[config.mk]
export PLATFORM = sky130hd
export DESIGN_NAME = arrow_generator
export DESIGN_NICKNAME = d
export VERILOG_FILES = /design/src/rtl/arrow_generator.sv
export SDC_FILE = /design/constraint.sdc
export NUM_CORES = 1
export LEC_CHECK = 0
export CAP_MARGIN = 5
export CORE_UTILIZATION = 35
export DETAILED_ROUTE_END_ITERATION = 12
export MAX_ROUTING_LAYER = met4
export PLACE_DENSITY = 0.53
export SLEW_MARGIN = 25
export SYNTH_ARGS = -nofsm -noshare
export SYNTH_HDL_FRONTEND = slang
export SYNTH_SLANG_ARGS = --single-unit
export TNS_END_PERCENT = 5
[constraint.sdc]
create_clock -name clk -period 6.05 [get_ports clk]
set_clock_uncertainty 0.05 [all_clocks]
set_input_delay 1.21 -clock clk [delete_from_list [all_inputs] [get_ports clk]]
set_output_delay 1.21 -clock clk [all_outputs]
set_load 0.01 [all_outputs]
[src/rtl/arrow_generator.sv]
// Per-beat pseudo-random arrow code source with lead-in blanking and an anti-repeat rule.
// Define ARROW_GEN_NO_COMBO_EN to restrict draws to the single-arrow codes 10..13.
module arrow_generator #(
    parameter int          STATE_BITS = 1,
    parameter logic [15:0] SEED       = 16'hACE1,
    parameter int          LEAD_IN    = 4,
    parameter int          MAX_REPEAT = 2
) (
    input  logic                clk,
    input  logic                rst_n,
    input  logic                metronome_clk,
    input  logic [STATE_BITS:0] state,
    output logic [4:0]          next_arrow,
    output logic                beat,
    output logic [15:0]         arrow_count
);

    localparam logic [STATE_BITS:0] ST_GAME  = (STATE_BITS + 1)'(0);
    localparam logic [STATE_BITS:0] ST_RESET = (STATE_BITS + 1)'(2);
    localparam logic [4:0]  ARROW_NONE = 5'd20;
    localparam logic [4:0]  ARROW_MIN  = 5'd10;
`ifdef ARROW_GEN_NO_COMBO_EN
    localparam logic [4:0]  ARROW_MAX  = 5'd13;
`else
    localparam logic [4:0]  ARROW_MAX  = 5'd19;
`endif
    localparam logic [7:0]  LEAD_INIT  = 8'(LEAD_IN);
    localparam logic [7:0]  REP_LIM    = 8'(MAX_REPEAT - 1);

    logic [2:0]  sync_q;
    logic        tick_q;
    logic [15:0] lfsr_q, lfsr_d;
    logic [4:0]  arrow_q;
    logic        beat_q;
    logic [15:0] count_q;
    logic [7:0]  lead_q;
    logic [7:0]  rep_q, rep_d;
    logic [3:0]  k;
    logic [4:0]  raw_code, rot_code, code_d;

    // Draw and anti-repeat resolve combinationally from current state; one register stage to output.
    always_comb begin
        lfsr_d   = {1'b0, lfsr_q[15:1]} ^ ({16{lfsr_q[0]}} & 16'hB400);
        k        = lfsr_q[5:2];
        raw_code = ARROW_NONE;
        if (lfsr_q[5:0] < 6'd44 && k != 4'd10) begin
`ifdef ARROW_GEN_NO_COMBO_EN
            raw_code = ARROW_MIN + {3'b000, k[1:0]};
`else
            raw_code = ARROW_MIN + {1'b0, k};
`endif
        end
        rot_code = (raw_code == ARROW_MAX) ? ARROW_MIN : raw_code + 5'd1;
        code_d   = raw_code;
        if (raw_code != ARROW_NONE && raw_code == arrow_q && rep_q == REP_LIM)
            code_d = rot_code;
        rep_d = (code_d != ARROW_NONE && code_d == arrow_q) ? rep_q + 8'd1 : 8'd0;
    end

    always_ff @(posedge clk or negedge rst_n) begin
        if (!rst_n) begin
            sync_q  <= '0;
            tick_q  <= 1'b0;
            lfsr_q  <= SEED;
            arrow_q <= ARROW_NONE;
            beat_q  <= 1'b0;
            count_q <= '0;
            lead_q  <= LEAD_INIT;
            rep_q   <= '0;
        end else begin
            sync_q <= {sync_q[1:0], metronome_clk};
            tick_q <= sync_q[1] & ~sync_q[2];
            lfsr_q <= lfsr_d;
            beat_q <= 1'b0;
            if (state == ST_RESET) begin
                arrow_q <= ARROW_NONE;
                count_q <= '0;
                lead_q  <= LEAD_INIT;
                rep_q   <= '0;
            end else if (state == ST_GAME && tick_q) begin
                beat_q <= 1'b1;
                // Lead-in blanks the beat and leaves the repeat history alone.
                if (lead_q != 8'd0) begin
                    arrow_q <= ARROW_NONE;
                    lead_q  <= lead_q - 8'd1;
                end else begin
                    arrow_q <= code_d;
                    rep_q   <= rep_d;
                    if (code_d != ARROW_NONE && count_q != 16'hFFFF)
                        count_q <= count_q + 16'd1;
                end
            end
        end
    end

    assign next_arrow  = arrow_q;
    assign beat        = beat_q;
    assign arrow_count = count_q;

endmodule

Word level (Yosys, flattened, before mapping) --
Cells that the tools add are included.
Cells by class: $add $sub $neg 5, order comparisons 1, eq/ne operators 10, multiplexer cells 19, bitwise logic cells 3, reductions and logical operators 14
Operators with widths (count):
- $mux 16 | 4
- $mux 8 | 7
- $mux 5 | 6
- $add 16x1->16 const B | 1
- $ne 16x16->1 const B | 1
- $xor 15x16->16 | 1
- $eq 5x5->1 | 2
- $ne 5x5->1 const B | 2
- $add 8x1->8 const B | 1
- $eq 8x1->1 const B | 1
- $reduce_bool 8->1 | 1
- $sub 8x1->8 const B | 1
- $logic_and 1x1->1 | 6
- $lt 6x6->1 const B | 1
- $reduce_bool 2->1 | 3
- $add 4x4->5 const A | 1
- $add 5x1->5 const B | 1
- $eq 5x5->1 const B | 1
- $ne 4x4->1 const B | 1
- $reduce_and 2->1 | 2
- $reduce_and 3->1 | 1
- $eq 2x2->1 const B | 1
- $logic_not 2->1 | 1
- $mux 1 | 2
- other kinds (3) | 3
Storage, ports and cells: bits in registers 58, output and inout bits 22, logic and storage cells 60

Logic depth before layout (Yosys ltp) --
depth after elaboration 13, mapped depth 13

Worst setup path before layout --
No wires, ideal clock.
kind register to register, from reg lfsr_q[3], to reg count_q[10] (netlist: arrow_count[10]), setup time 0.067 ns, arrival time 3.087 ns, required time 5.933 ns, slack 2.846 ns, cell stages (with the launch flop) 12, period minus slack after synthesis 3.204 ns, cells stage by stage dfrtp_1 buf_2 o21ai_2 nand2_1 ha_1 a41oi_1 a31oi_1 a2111oi_4 mux2_4 buf_6 or4_2 nand2_1
On the way: longest elaborated chain between the ends 11, elaborated cells between the ends (all ways) 17
Ends and longest elaborated chain:
- start, declared | RTL line 32 | logic [15:0] lfsr_q, lfsr_d;
- start signal, assigned | RTL line 73 | lfsr_q <= lfsr_d;
- $lt 6x6->1 / $ne 4x4->1 (equally long branches) | RTL line 46 | if (lfsr_q[5:0] < 6'd44 && k != 4'd10) begin
- $logic_and 1x1->1 | RTL line 46
- $mux 5 * | RTL line 46
- branches (longest 3 deep; another with $add 5x1->5)
- $mux 5 * | RTL line 55 | if (raw_code != ARROW_NONE && raw_code == arrow_q && rep_q == REP_LIM)
- $ne 5x5->1 * | RTL line 89 | if (code_d != ARROW_NONE && count_q != 16'hFFFF)
- $logic_and 1x1->1 * | RTL line 89
- $reduce_bool 2->1 (no source line) *
- $reduce_and 3->1 (no source line) *
- end signal, assigned | RTL line 90 | count_q <= count_q + 16'd1;
- end, declared | RTL line 35 | logic [15:0] count_q;
Every way passes the cells marked *. A chain may end at the register's enable or synchronous reset.

Worst setup path after layout --
from reg lfsr_q[4], to reg count_q[4] (netlist: arrow_count[4])
The elaborated chain is that of the path after synthesis.

==> key figures <==
Worst setup path
  – Critical Path Stages: 8
  – Critical path type: reg -> reg
  – Register-to-register setup slack: 2310 ps
  – CP startpoint kind: flop
  – CP endpoint kind: flop
  – Crit path launch: lfsr_q[4]$_DFF_PN0_
  – CP max-delay cell: or4_2
  – R2R Path Start: lfsr_q[4]$_DFF_PN0_
  – Cell Chain, Critical Path: ha_1 -> nor2b_1 -> o311ai_0 -> a31oi_1 -> a2111oi_4 -> mux2_4 -> or4_2 -> a21oi_1
  – CP endpoint: arrow_count[4]$_DFFE_PN0P_
  – Critical Path Max Stage Delay: approximately 630 ps
  – Max FO, Critical Path: 24
  – Cell family with most CP delay: compound AO/OA/AOI/OAI gates
  – Required time of the critical path: between 6000 and 7000 ps
  – R2R Path End: arrow_count[4]$_DFFE_PN0P_
  – CP Data Arrival Time: roughly 4000 ps
  – Worst Reg2Reg Path Length in Cells: 8
  – Critical path buffers and inverters: 0

Synth
  – Count of cell types in the netlist: 60
  – Post-synth EDFFs: 0
  – Syn_nets: roughly 320
  – Asr flop ratio synth: between 90% and 100%
  – Synth Register Bits: 58
  – Mapped Area: 3160 um2
  – Syn. warnings: 0
  – Cells after Synth: ~310
  – Synth Flop Type: dfrtp_1
  – Sequential share of the synthesized area: 46.4%
  – Mean cell area of the mapped netlist: 10.1 um2

Placement
  – I/O Buffers: 26
  – Placed cells: between 400 and 500
  – Routability cong.: 0.769
  – Post-DP HPWL: 4560 um

Clock network
  – CTS Hold Buffers Added: 0
  – Clk sinks: between 50 and 60
  – Root buffer cell: clkbuf_8
  – Resized Gates After CTS: 0
  – Setup bufs post-CTS: 0
  – CTS H-tree lvls: 3
  – CTS tree: built
  – Worst-skew pair later-pin latency: around 330 ps
  – CTS clk-pin slew, worst paths: around 70 ps
  – Clock buffer depth: 2
  – CTS buffer count: 9

Route
  – Drt wl/cell: approximately 15 um
  – Drt pass-1 iters: 4
  – Drt drc: 0
  – ANT nets after route: 0
  – Total wire length: 6840 um
  – Vias post-DR: ~2.4k
  – DRT iter0 DRCs: 80
  – Via density: 5.38

Finish
  – Finished Core Util: between 40 and 50%
  – Antenna Cells: 0
  – NumNets Final: ~350
  – Proportion of layout cells with a drive suffix above 1: 19.5%
  – Layout area overhead: 18.2%
  – Final Non-Filler Cells: between 400 and 500
  – Filler instances: roughly 830

Floorplan
  – # IOs: 27
  – Core box area: just under 9000 um2
  – Horiz. Die Dim: 97.0 um
  – Row count: 34
  – Starting Density: 36.2%
  – Die extent in y: approximately 97 um
  – Die area: around 9400 um2

Job
  – Max-cap check violation count: 0

Timing
  – Final worst path period share: around three fifths
  – Fin. Hold Viols: 0
  – Min Tclk post-route: 3740 ps
  – Final setup violation count: 0
  – RSZ-0062 raised after global routing: false
  – WHS: 300 ps
  – Worst slew margin: between 30 and 40%
  – Fin. max-slew vios: 0
  – Worst slew pin tran: ~1000 ps
  – Max Freq: 268 MHz
  – Total negative setup slack: 0 ps

Global routing
  – Vias in the first global route: around 2.5k
  – GR met2 Demand/Resource: about 25%
  – Grt met3 use: under 10%
  – Global-route wire length before repair: roughly 12000 um
  – Routing usage on met1: a little over a fifth
  – GRT overflow: 0
  – Largest net degree at the start of global routing: 59
  – Busiest grt layer: met2
  – Initial antenna violation count: 0
  – GRT Total Usage: approximately 16%

Pwr
  – VDD IR-drop max: slightly below 0.1 mV
  – Cell Pwr Density: between 200 and 250 nW/um2
  – Leak pwr: between 1.5 and 2 nW
  – Power, Total: 0.896 mW

Worst hold path
  – Hold WC Path Type: reg -> reg

Outcome
  – Status: finished, final reports clean
area by class of cell:
type,count,area (um2),area share [%]
Clock buffer,13,179,4.80
Clock inverter,3,68.8,1.84
Inverter,9,33.8,0.905
Multi-Input combinational cell,233,1580,42.3
Sequential cell,58,1470,39.3
Tap cell,108,135,3.62
Timing Repair Buffer,28,270,7.24
power by group:
| part | internal (mW) | switching [mW] |
|---|---|---|
| sequential | 0.399 | 0.00932 |
| clock | 0.278 | 0.159 |
| combinational | 0.0207 | 0.0303 |
| total | 0.697 | 0.199 |
metal layers:
layer | wire length (um) | share of wire (%) | vias up
li1 | - | - | 1196
met1 | 3360 | 49 | 1190
met2 | 3170 | 46 | 35
met3 | 210 | 3.1 | 10
met4 | 102 | 1.5 | 0
met5 | 0 | 0 | -
synthesized netlist by cell type (all sizes together) (2+ instances only):
cell type	n	share of area, %
nand3	19	3.0
a22o	2	0.55
buf	8	2.1
o211ai	4	0.95
inv	9	1.1
o21ai	14	3.1
o41ai	3	0.83
ha	7	2.8
dfrtp	47	37
nor3b	5	1.2
a21o	6	1.5
nand2	24	2.9
and4	2	0.55
a31oi	4	0.79
nor4	3	0.79
dfstp	11	9.2
or2	2	0.40
mux2i	4	1.3
nand4b	3	0.83
or3	5	1.1
xor2	10	2.8
nand2b	8	1.6
and3	13	2.7
clkbuf	4	0.48
or4	8	2.2
o31ai	2	0.48
a21oi	12	2.4
nand4	7	1.4
o311ai	4	1.1
nor2	24	2.9
nor2b	4	0.79
nand3b	2	0.48
xnor2	7	1.9
nor3	4	0.63
and2	4	0.79
o22ai	4	0.79
registers in the layout, indices dropped and copies added (netlist names):
signal,flops
lead_q,8
sync_q,3
rep_q,8
arrow_count,16
tick_q,1
next_arrow,5
lfsr_q,16
beat,1
kinds of logic (layout without fill, tap and decap cells):
| logic type | count (synthesis) | count (layout) | share of synthesized area, % |
|---|---|---|---|
| AND/OR/NAND/NOR | 141 | 141 | 25.4 |
| AO/OA/AOI/OAI | 63 | 63 | 15.3 |
| flip-flops | 58 | 58 | 46.4 |
| buffers and inverters | 21 | 53 | 3.65 |
| XOR/XNOR | 17 | 17 | 4.72 |
| adder cells (fa/ha/maj) | 7 | 7 | 2.77 |
| multiplexers | 5 | 5 | 1.74 |
layout by cell type (no fill, tap or decap), drive strengths merged, types with 10 or more instances in the layout:
cell type      netlist  layout
and3                13      13
xor2                10      10
dfrtp               47      47
a21oi               12      12
clkbuf               4      13
nand3               19      19
o21ai               14      14
dfstp               11      11
nand2               24      24
clkdlybuf4s50        0      25
nor2                24      24
stage by stage:
step	worst slack, ps	cell area (um2)
floorplan	2850	3160
global placement	2250	3480
detailed placement	2090	3480
CTS	2300	3730
global route	2110	3730
finish	2310	3730
worst min path at each step:
stage / start / to / slack, ps / cells past startpoint
floorplan: lfsr_q[9]$_DFF_PN0_ / lfsr_q[8]$_DFF_PN0_ / 280 / 0
global placement: sync_q[0]$_DFF_PN0_ / sync_q[1]$_DFF_PN0_ / 280 / 0
detailed placement: sync_q[0]$_DFF_PN0_ / sync_q[1]$_DFF_PN0_ / 290 / 0
CTS: sync_q[0]$_DFF_PN0_ / sync_q[1]$_DFF_PN0_ / 300 / 0
global route: lfsr_q[12]$_DFF_PN0_ / lfsr_q[11]$_DFF_PN1_ / 310 / 0
finish: sync_q[0]$_DFF_PN0_ / sync_q[1]$_DFF_PN0_ / 300 / 0
Note: power is estimated with default switching activity, not from simulation.
==> patch (same settings) <==
Build with the macro `ARROW_GEN_NO_COMBO_EN` defined.
--- a/src/rtl/arrow_generator.sv
+++ b/src/rtl/arrow_generator.sv
@@ -1,5 +1,7 @@
 // Per-beat pseudo-random arrow code source with lead-in blanking and an anti-repeat rule.
 // Define ARROW_GEN_NO_COMBO_EN to restrict draws to the single-arrow codes 10..13.
+`define ARROW_GEN_NO_COMBO_EN
+
 module arrow_generator #(
     parameter int          STATE_BITS = 1,
     parameter logic [15:0] SEED       = 16'hACE1,
Behaviour: no difference found for any inputs over 10 cycles, from zero or initial values and one cycle with rst_n low; that may be too few to reach the edited logic, so the function may still have changed.
==> patch against the original RTL <==
Wire length is 12% lower; setup slack better by 240 ps; first-iteration DRC count is 11% lower; total power is 8.0% lower; synthesized area is 8.6% lower; sequential cell count stayed put; final area is 7.0% lower; final cell count is 6.0% lower; synthesized cell count is 9.3% lower; die area is 8.5% lower; core utilization is 1.4 points higher; fmax is 6.8% higher; largest cell class is now registers; largest power group is now registers.
==> patch: results (changes against the original RTL) <==
Iteration-0 DRC Markers=71 (was 80); first-pass GRT wire length=10.3 mm (was 12.0 mm); M3 GR Usage=5.01% (was 4.84%); Routed WL per cell=14.2 µm (was 15.1 µm); setup slack after layout=2550 ps (was 2310 ps); layout cells sized above 1=13.3% (was 19.5%); Data arrival, critical path=3710 ps (was 3950 ps); routed wl met2=2.71 mm (was 3.17 mm); wire length on met1=3.06 mm (was 3.36 mm); Cell variety after synth=50 (was 60); LEAKAGE=1.48 nW (was 1.58 nW); r2r setup slk=2550 ps (was 2310 ps); Vias/cell=5.18 (was 5.38); Critical Path Source=lfsr_q[3]$_DFF_PN0_ (was lfsr_q[4]$_DFF_PN0_); Worst-Margin Slew=847 ps (was 999 ps); placed cell area=3270 µm² (was 3480 µm²); WHS Endpoint=lfsr_q[7]$_DFF_PN1_ (was sync_q[1]$_DFF_PN0_); overall routing resource usage=15.9% (was 16.5%); Inst Count DP=409 (was 436); ranking of synthesized cells by area=dfrtp_1, dfstp_2, nand2_1 (was dfrtp_1, dfstp_2, nand3_1); routability cong.=0.807 (was 0.769); synth cell count leaders=dfrtp_1, nand2_1, nor2_1 (unchanged); outcome=finished, final reports clean (unchanged); crit path max fanout=20 (was 24); area delta synth->final=20.3% (was 18.2%); Met3 Wirelength=184 µm (was 210 µm); Seq/Total Area, Yosys=50.8% (was 46.4%); fin cells=425 (was 452); vias in the first global route=2143 (was 2483)
-- patch: final cells by class --
| type | count | area share, % |
|---|---|---|
| Clock inverter | 7 | 2.24 |
| Tap cell | 102 | 3.68 |
| Multi-Input combinational cell | 211 | 39.3 |
| Sequential cell | 58 | 42.2 |
| Inverter | 9 | 1.05 |
| Clock buffer | 9 | 3.57 |
| Timing Repair Buffer | 29 | 8.00 |
-- patch: critical path: stages (launching register included) --
cell	delay, ps
dfrtp_1	440
o21ai_0	300
nand2_1	180
ha_1	210
or4b_1	580
o31ai_4	420
a41oi_2	470
or4_1	610
a21oi_1	160
-- patch: cells by family after synthesis --
logic type	count (synthesis)	share of synthesized area (%)
fa+ha+maj	8	3.47
buf+inv	14	1.95
xor+xnor	16	4.86
compound gates	54	13.9
simple gates	130	23.8
mux	3	1.21
flops	58	50.8
-- patch: power by group --
group,total (mW),switching (mW),internal (mW)
Combinational,0.0549,0.0346,0.0203
Clock,0.363,0.170,0.193
Sequential,0.406,0.00824,0.398
